**src/rtl/disp_arbiter.sv**
```systemverilog
// disp_arbiter: round-robin arbiter that gives one of four requesters the
// 4-digit LED display for a minimum dwell of DWELL cycles per grant.
// An idle display shows dashes. Define DISP_ARBITER_BLINK_EN to build in
// per-requester blinking with a half-period of BLINK_HALF cycles.
module disp_arbiter #(
  parameter int unsigned DWELL      = 100000000,
  parameter int unsigned BLINK_HALF = 25000000
) (
  input  logic        clk,
  input  logic        reset_n,
  input  logic [3:0]  req,
  input  logic [31:0] data0,
  input  logic [31:0] data1,
  input  logic [31:0] data2,
  input  logic [31:0] data3,
  input  logic [3:0]  blink,
  output logic [7:0]  seg0,
  output logic [7:0]  seg1,
  output logic [7:0]  seg2,
  output logic [7:0]  seg3,
  output logic [3:0]  gnt,
  output logic        busy
);

  localparam int unsigned CW     = (DWELL > 1) ? $clog2(DWELL) : 1;
  localparam logic [31:0] DASHES = {4{8'h40}};

  typedef enum logic {IDLE, SHOW} state_t;

  state_t          state;
  logic [CW-1:0]   dwell;
  logic [1:0]      last;
  logic [31:0]     seg_q;
  logic [1:0]      win;
  logic            any;
  logic            expire;
  logic            do_grant;
  logic            go_idle;
  logic [31:0]     wdata;
  logic [31:0]     gdata;

  assign seg0 = seg_q[7:0];
  assign seg1 = seg_q[15:8];
  assign seg2 = seg_q[23:16];
  assign seg3 = seg_q[31:24];

  // Round-robin winner: first requester found searching upward from last+1.
  always_comb begin
    logic       found;
    logic [1:0] idx;
    win   = last;
    found = 1'b0;
    for (int unsigned i = 1; i <= 4; i++) begin
      idx = last + 2'(i);
      if (!found && req[idx]) begin
        win   = idx;
        found = 1'b1;
      end
    end
  end

  // Data of the round-robin winner and of the currently granted requester.
  always_comb begin
    case (win)
      2'd0:    wdata = data0;
      2'd1:    wdata = data1;
      2'd2:    wdata = data2;
      default: wdata = data3;
    endcase
    case (last)
      2'd0:    gdata = data0;
      2'd1:    gdata = data1;
      2'd2:    gdata = data2;
      default: gdata = data3;
    endcase
  end

  assign any      = |req;
  assign expire   = (state == SHOW) && (dwell == CW'(DWELL - 1));
  assign do_grant = any && ((state == IDLE) || expire);
  assign go_idle  = expire && !any;

`ifdef DISP_ARBITER_BLINK_EN
  localparam int unsigned BW = (BLINK_HALF > 1) ? $clog2(BLINK_HALF) : 1;

  logic [BW-1:0] bcnt;
  logic          blank;
  logic          blank_nx;
  logic [31:0]   held;
  logic [31:0]   word_nx;

  // Next blink phase and the word the granted requester would display.
  always_comb begin
    blank_nx = (bcnt == BW'(BLINK_HALF - 1)) ? ~blank : blank;
    word_nx  = req[last] ? gdata : held;
  end

  // Blink counter and the latched display word, restarted on every grant.
  always_ff @(posedge clk or negedge reset_n) begin
    if (!reset_n) begin
      bcnt  <= '0;
      blank <= 1'b0;
      held  <= '0;
    end else if (do_grant) begin
      bcnt  <= '0;
      blank <= 1'b0;
      held  <= wdata;
    end else if (state == SHOW && !go_idle) begin
      bcnt  <= (bcnt == BW'(BLINK_HALF - 1)) ? '0 : bcnt + 1'b1;
      blank <= blank_nx;
      held  <= word_nx;
    end
  end
`else
  logic unused_blink;
  assign unused_blink = ^blink;
`endif

  // Arbitration FSM with registered grant, busy and segment outputs.
  always_ff @(posedge clk or negedge reset_n) begin
    if (!reset_n) begin
      state <= IDLE;
      seg_q <= DASHES;
      gnt   <= '0;
      busy  <= 1'b0;
      dwell <= '0;
      last  <= 2'd3;
    end else if (do_grant) begin
      state <= SHOW;
      busy  <= 1'b1;
      gnt   <= 4'b0001 << win;
      last  <= win;
      dwell <= '0;
      seg_q <= wdata;
    end else if (go_idle) begin
      state <= IDLE;
      busy  <= 1'b0;
      gnt   <= '0;
      dwell <= '0;
      seg_q <= DASHES;
    end else if (state == SHOW) begin
      dwell <= dwell + 1'b1;
`ifdef DISP_ARBITER_BLINK_EN
      // Blanking is applied on top of the latched word so a held value
      // reappears intact in the next visible phase.
      seg_q <= (blink[last] && blank_nx) ? '0 : word_nx;
`else
      if (req[last]) seg_q <= gdata;
`endif
    end
  end

endmodule

```
**config.mk**
```make
export PLATFORM = sky130hd
export DESIGN_NAME = disp_arbiter
export DESIGN_NICKNAME = d
export VERILOG_FILES = /design/src/rtl/disp_arbiter.sv
export SDC_FILE = /design/constraint.sdc
export NUM_CORES = 1
export LEC_CHECK = 0
export ABC_CLOCK_PERIOD_IN_PS = 5400
export BUFFER_PORTS_ARGS = -buffer_cell sky130_fd_sc_hd__buf_2
export CAP_MARGIN = 20
export CORE_MARGIN = 5
export CORE_UTILIZATION = 40
export CTS_BUF_LIST = sky130_fd_sc_hd__clkbuf_8
export DETAILED_ROUTE_END_ITERATION = 8
export HOLD_SLACK_MARGIN = 0.03
export PLACE_DENSITY = 0.74
export SYNTH_ARGS = -nofsm -noshare
export SYNTH_HDL_FRONTEND = slang
export SYNTH_SLANG_ARGS = --single-unit
```
**constraint.sdc**
```tcl
create_clock -name clk -period 5.4 [get_ports clk]
set_input_delay 1.08 -clock clk [delete_from_list [all_inputs] [get_ports clk]]
set_output_delay 1.08 -clock clk [all_outputs]
set_load 0.05 [all_outputs]
```
==> key figures <==
Finish
  • Fin cells: 967
  • Fin area: 0.00629 mm^2
  • Most frequent cells in the layout: buf_2 (170), a21oi_1 (87), nor2_1 (84)
  • Layout cells sized above 1: 0.274
  • Layout Utilization: 0.499
  • Layout area overhead: 21.7%
  • Most common cell after layout, fill and taps aside: buf_2
  • Fin nets: 933
  • # diodes: 0

Timing
  • Final setup vio count: 0
  • RSZ-0062 raised after global routing: no
  • Fmax: 300 MHz
  • Setup TNS: 0 ns
  • Period Utilization, post-route: 0.617
  • Min Tclk post-route: 3.33 ns
  • Rel. slew slack: 0.419
  • Hold Violations, Final: 0
  • Slew Viols, Final: 0
  • Clock Skew: 0.0129 ns
  • Worst slew pin tran: 0.872 ns
  • Hold WS: 0.490 ns

Worst setup path
  • Setup crit start kind: flip-flop
  • Crit path DAT: 3.62 ns
  • R2R Path Start: last[1]$_DFFE_PN1N_
  • Worst-path maximum fanout: 36
  • CP Class: flip-flop to flip-flop
  • Buf/Inv on CP: 2
  • Slowest-stage cell, CP: dfstp_2
  • Setup slack, reg-to-reg: 2.07 ns
  • Cell breakdown of the critical path: inv_1 -> ha_2 -> nand2_1 -> nor3_1 -> o221a_2 -> buf_4 -> o21ai_0 -> a21oi_1 -> a2111o_1
  • Crit-path max cell delay: 0.71 ns
  • CP required: 5.68 ns
  • Critical Path Sink Type: flip-flop
  • Top delay family on crit path: compound AO/OA/AOI/OAI gates
  • R2r endpoint: seg_q[11]$_DFFE_PN0P_
  • FF-to-FF path depth: 9

Min path
  • Hold Path Sink: dwell[26]$_DFFE_PN0P_
  • Worst Hold Class: flip-flop to flip-flop
  • Worst hold stages: 1
  • Hold path startpoint: dwell[26]$_DFFE_PN0P_

Placement
  • HPWL Detailed: 12.4 mm
  • DP Area: 0.00604 mm^2
  • GPL Wtd Cong: 0.884
  • Placed cells: 950
  • I/O Buffers: 170

Yosys
  • Post-Syn Area: 0.00517 mm^2
  • Yosys warning count: 0
  • Largest area contributor in the netlist: dfrtp_1
  • Synth Flop Type: dfrtp_1
  • Synth Area per Inst: 7.79 um^2
  • Ys async rst share: 1.00
  • #FFs+latches synth: 66
  • Syn Inst Count: 663
  • Synth top area share: 0.291
  • Post-synth EDFFs: 0
  • Syn nets: 806
  • Cell variety after synth: 59
  • Area contributors post-synth: dfrtp_1 (29%), a21oi_1 (8.4%), nand3_1 (7.0%), a222oi_1 (6.2%), a2111o_1 (6.1%)
  • Seq/Total Area, Yosys: 0.321

Routing
  • Drt drc: 0
  • First-pass DRT Iterations: 7
  • Post-DR wirelength/cell: 19.3 um
  • Drt total wl: 18.7 mm
  • Met3 routed WL: 1.95 mm
  • Final antenna-violating net count: 0
  • DR vias: 6007
  • Highest metal used: met4
  • Iter 0 DRT Violations: 1020
  • Met1 Wirelength: 7.68 mm
  • DR WL met2: 8.63 mm
  • Vias per cell: 6.21

Power
  • Pwr/cell area: 212 mW/mm^2
  • Sw frac: 0.305
  • Clock power frac: 0.382
  • Pint: 0.928 mW
  • Maximum VDD drop: 138 uV
  • NetSw: 0.407 mW
  • Logic pwr share: 0.220
  • Leakage power: 2.84 nW
  • Seq pwr share: 0.398

Die
  • FP Rows: 41
  • Core ar.: 0.0126 mm^2
  • Starting density of the core: 0.409
  • Die footprint: 0.0153 mm^2
  • Die width: 124 um
  • Chip Height: 124 um
  • I/O pin count: 175

Global route
  • Vias in the first global route: 5423
  • Total grt overflow: 0
  • Antenna violations before repair: 0
  • First-pass GRT wire length: 28.2 mm
  • Largest net degree at the start of global routing: 58
  • GRT Util Overall: 0.231

Clock network
  • PostCTS Resize Cnt: 0
  • CTS buffer count: 9
  • Root Driver: clkbuf_8
  • TritonCTS Sinks: 66
  • Clock Path Buffers: 2
  • Post-CTS Hold Buffers: 0
  • Worst-path clk slew: 0.08 ns
  • Post-CTS Setup Inserts: 0
  • Clk Latency, worst-skew pair: 0.34 ns
  • CTS tree: yes
  • H-tree depth: 3

Job
  • Max Cap Viol: 0

Run status
  • Status: finished, final reports clean
Yosys cell counts (3+ instances only):
cell	count
nand2_1	24
nor3_1	9
o21a_1	3
o31ai_1	6
o21ai_1	28
and4_1	4
clkbuf_1	43
dfstp_2	6
a211oi_1	8
buf_6	3
a21oi_1	87
a2111o_1	28
and3_1	7
nor2b_1	3
nand4_1	4
o22ai_1	5
xor2_1	7
o21ai_0	50
o2111ai_1	3
nand3_1	72
dfrtp_1	60
a222oi_1	32
inv_1	11
nor2_1	84
xnor2_1	8
buf_2	15
a31oi_1	4
mux2i_1	4
ha_1	5
sequential cells by signal, indices dropped and copies added (netlist names):
name,cells
dwell,27
gnt,4
last,2
seg_q,32
state,1
kinds of logic after synthesis:
logic type | Yosys count | share of synthesized area
multiplexers | 5 | 0.0128
XOR/XNOR | 15 | 0.0254
AO/OA/AOI/OAI | 267 | 0.348
AND/OR/NAND/NOR | 227 | 0.212
adder cells (fa/ha/maj) | 5 | 0.0121
flip-flops | 66 | 0.321
buffers and inverters | 78 | 0.0683
worst max path at each step:
stage	cells after the start	to	slack, ns	start
2_1_floorplan	9	seg_q[29]$_DFFE_PN0P_	2.48	req[1]
3_3_place_gp	7	dwell[24]$_DFFE_PN0P_	2.07	req[3]
3_5_place_dp	6	seg_q[15]$_DFFE_PN0P_	2.08	req[1]
4_1_cts	9	seg_q[11]$_DFFE_PN0P_	2.08	last[1]$_DFFE_PN1N_
5_1_grt	9	seg_q[9]$_DFFE_PN0P_	1.85	last[1]$_DFFE_PN1N_
6_report	9	seg_q[11]$_DFFE_PN0P_	2.07	last[1]$_DFFE_PN1N_
final cells by class:
cell class | count | area (um^2)
timing repair buffer | 182 | 941
tap | 172 | 215
clock buffer | 9 | 124
fill | 1257 | 6330
multi-input combinational | 519 | 3190
sequential | 66 | 1660
inverter | 12 | 45.0
clock inverter | 7 | 118
power groups by stage:
stage | sequential (mW) | clock, mW | combinational [mW]
after floorplan | 0.615 | 0 | 0.0992
after global placement | 0.540 | 0 | 0.290
after detailed placement | 0.540 | 0 | 0.292
after CTS | 0.531 | 0.522 | 0.293
after global routing | 0.533 | 0.540 | 0.317
final | 0.531 | 0.510 | 0.294
worst reg2reg max path: stages (launching register included):
cell	delay (ns)
dfstp_2	0.71
inv_1	0.13
ha_2	0.43
nand2_1	0.07
nor3_1	0.33
o221a_2	0.67
buf_4	0.46
o21ai_0	0.15
a21oi_1	0.21
a2111o_1	0.13
per-stage QoR:
stage / power, mW / setup WS [ns]
final: 1.33 / 2.07
after CTS: 1.35 / 2.08
after detailed placement: 0.833 / 2.08
after global routing: 1.39 / 1.85
after global placement: 0.830 / 2.07
after floorplan: 0.714 / 2.48
metal layers:
| metal | vias up | GRT usage |
|---|---|---|
| met5 | - | 0 |
| li1 | 2795 | - |
| met4 | 0 | 0.0713 |
| met3 | 24 | 0.0527 |
| met2 | 374 | 0.372 |
| met1 | 2814 | 0.308 |
Note: power is estimated with default switching activity, not from simulation.
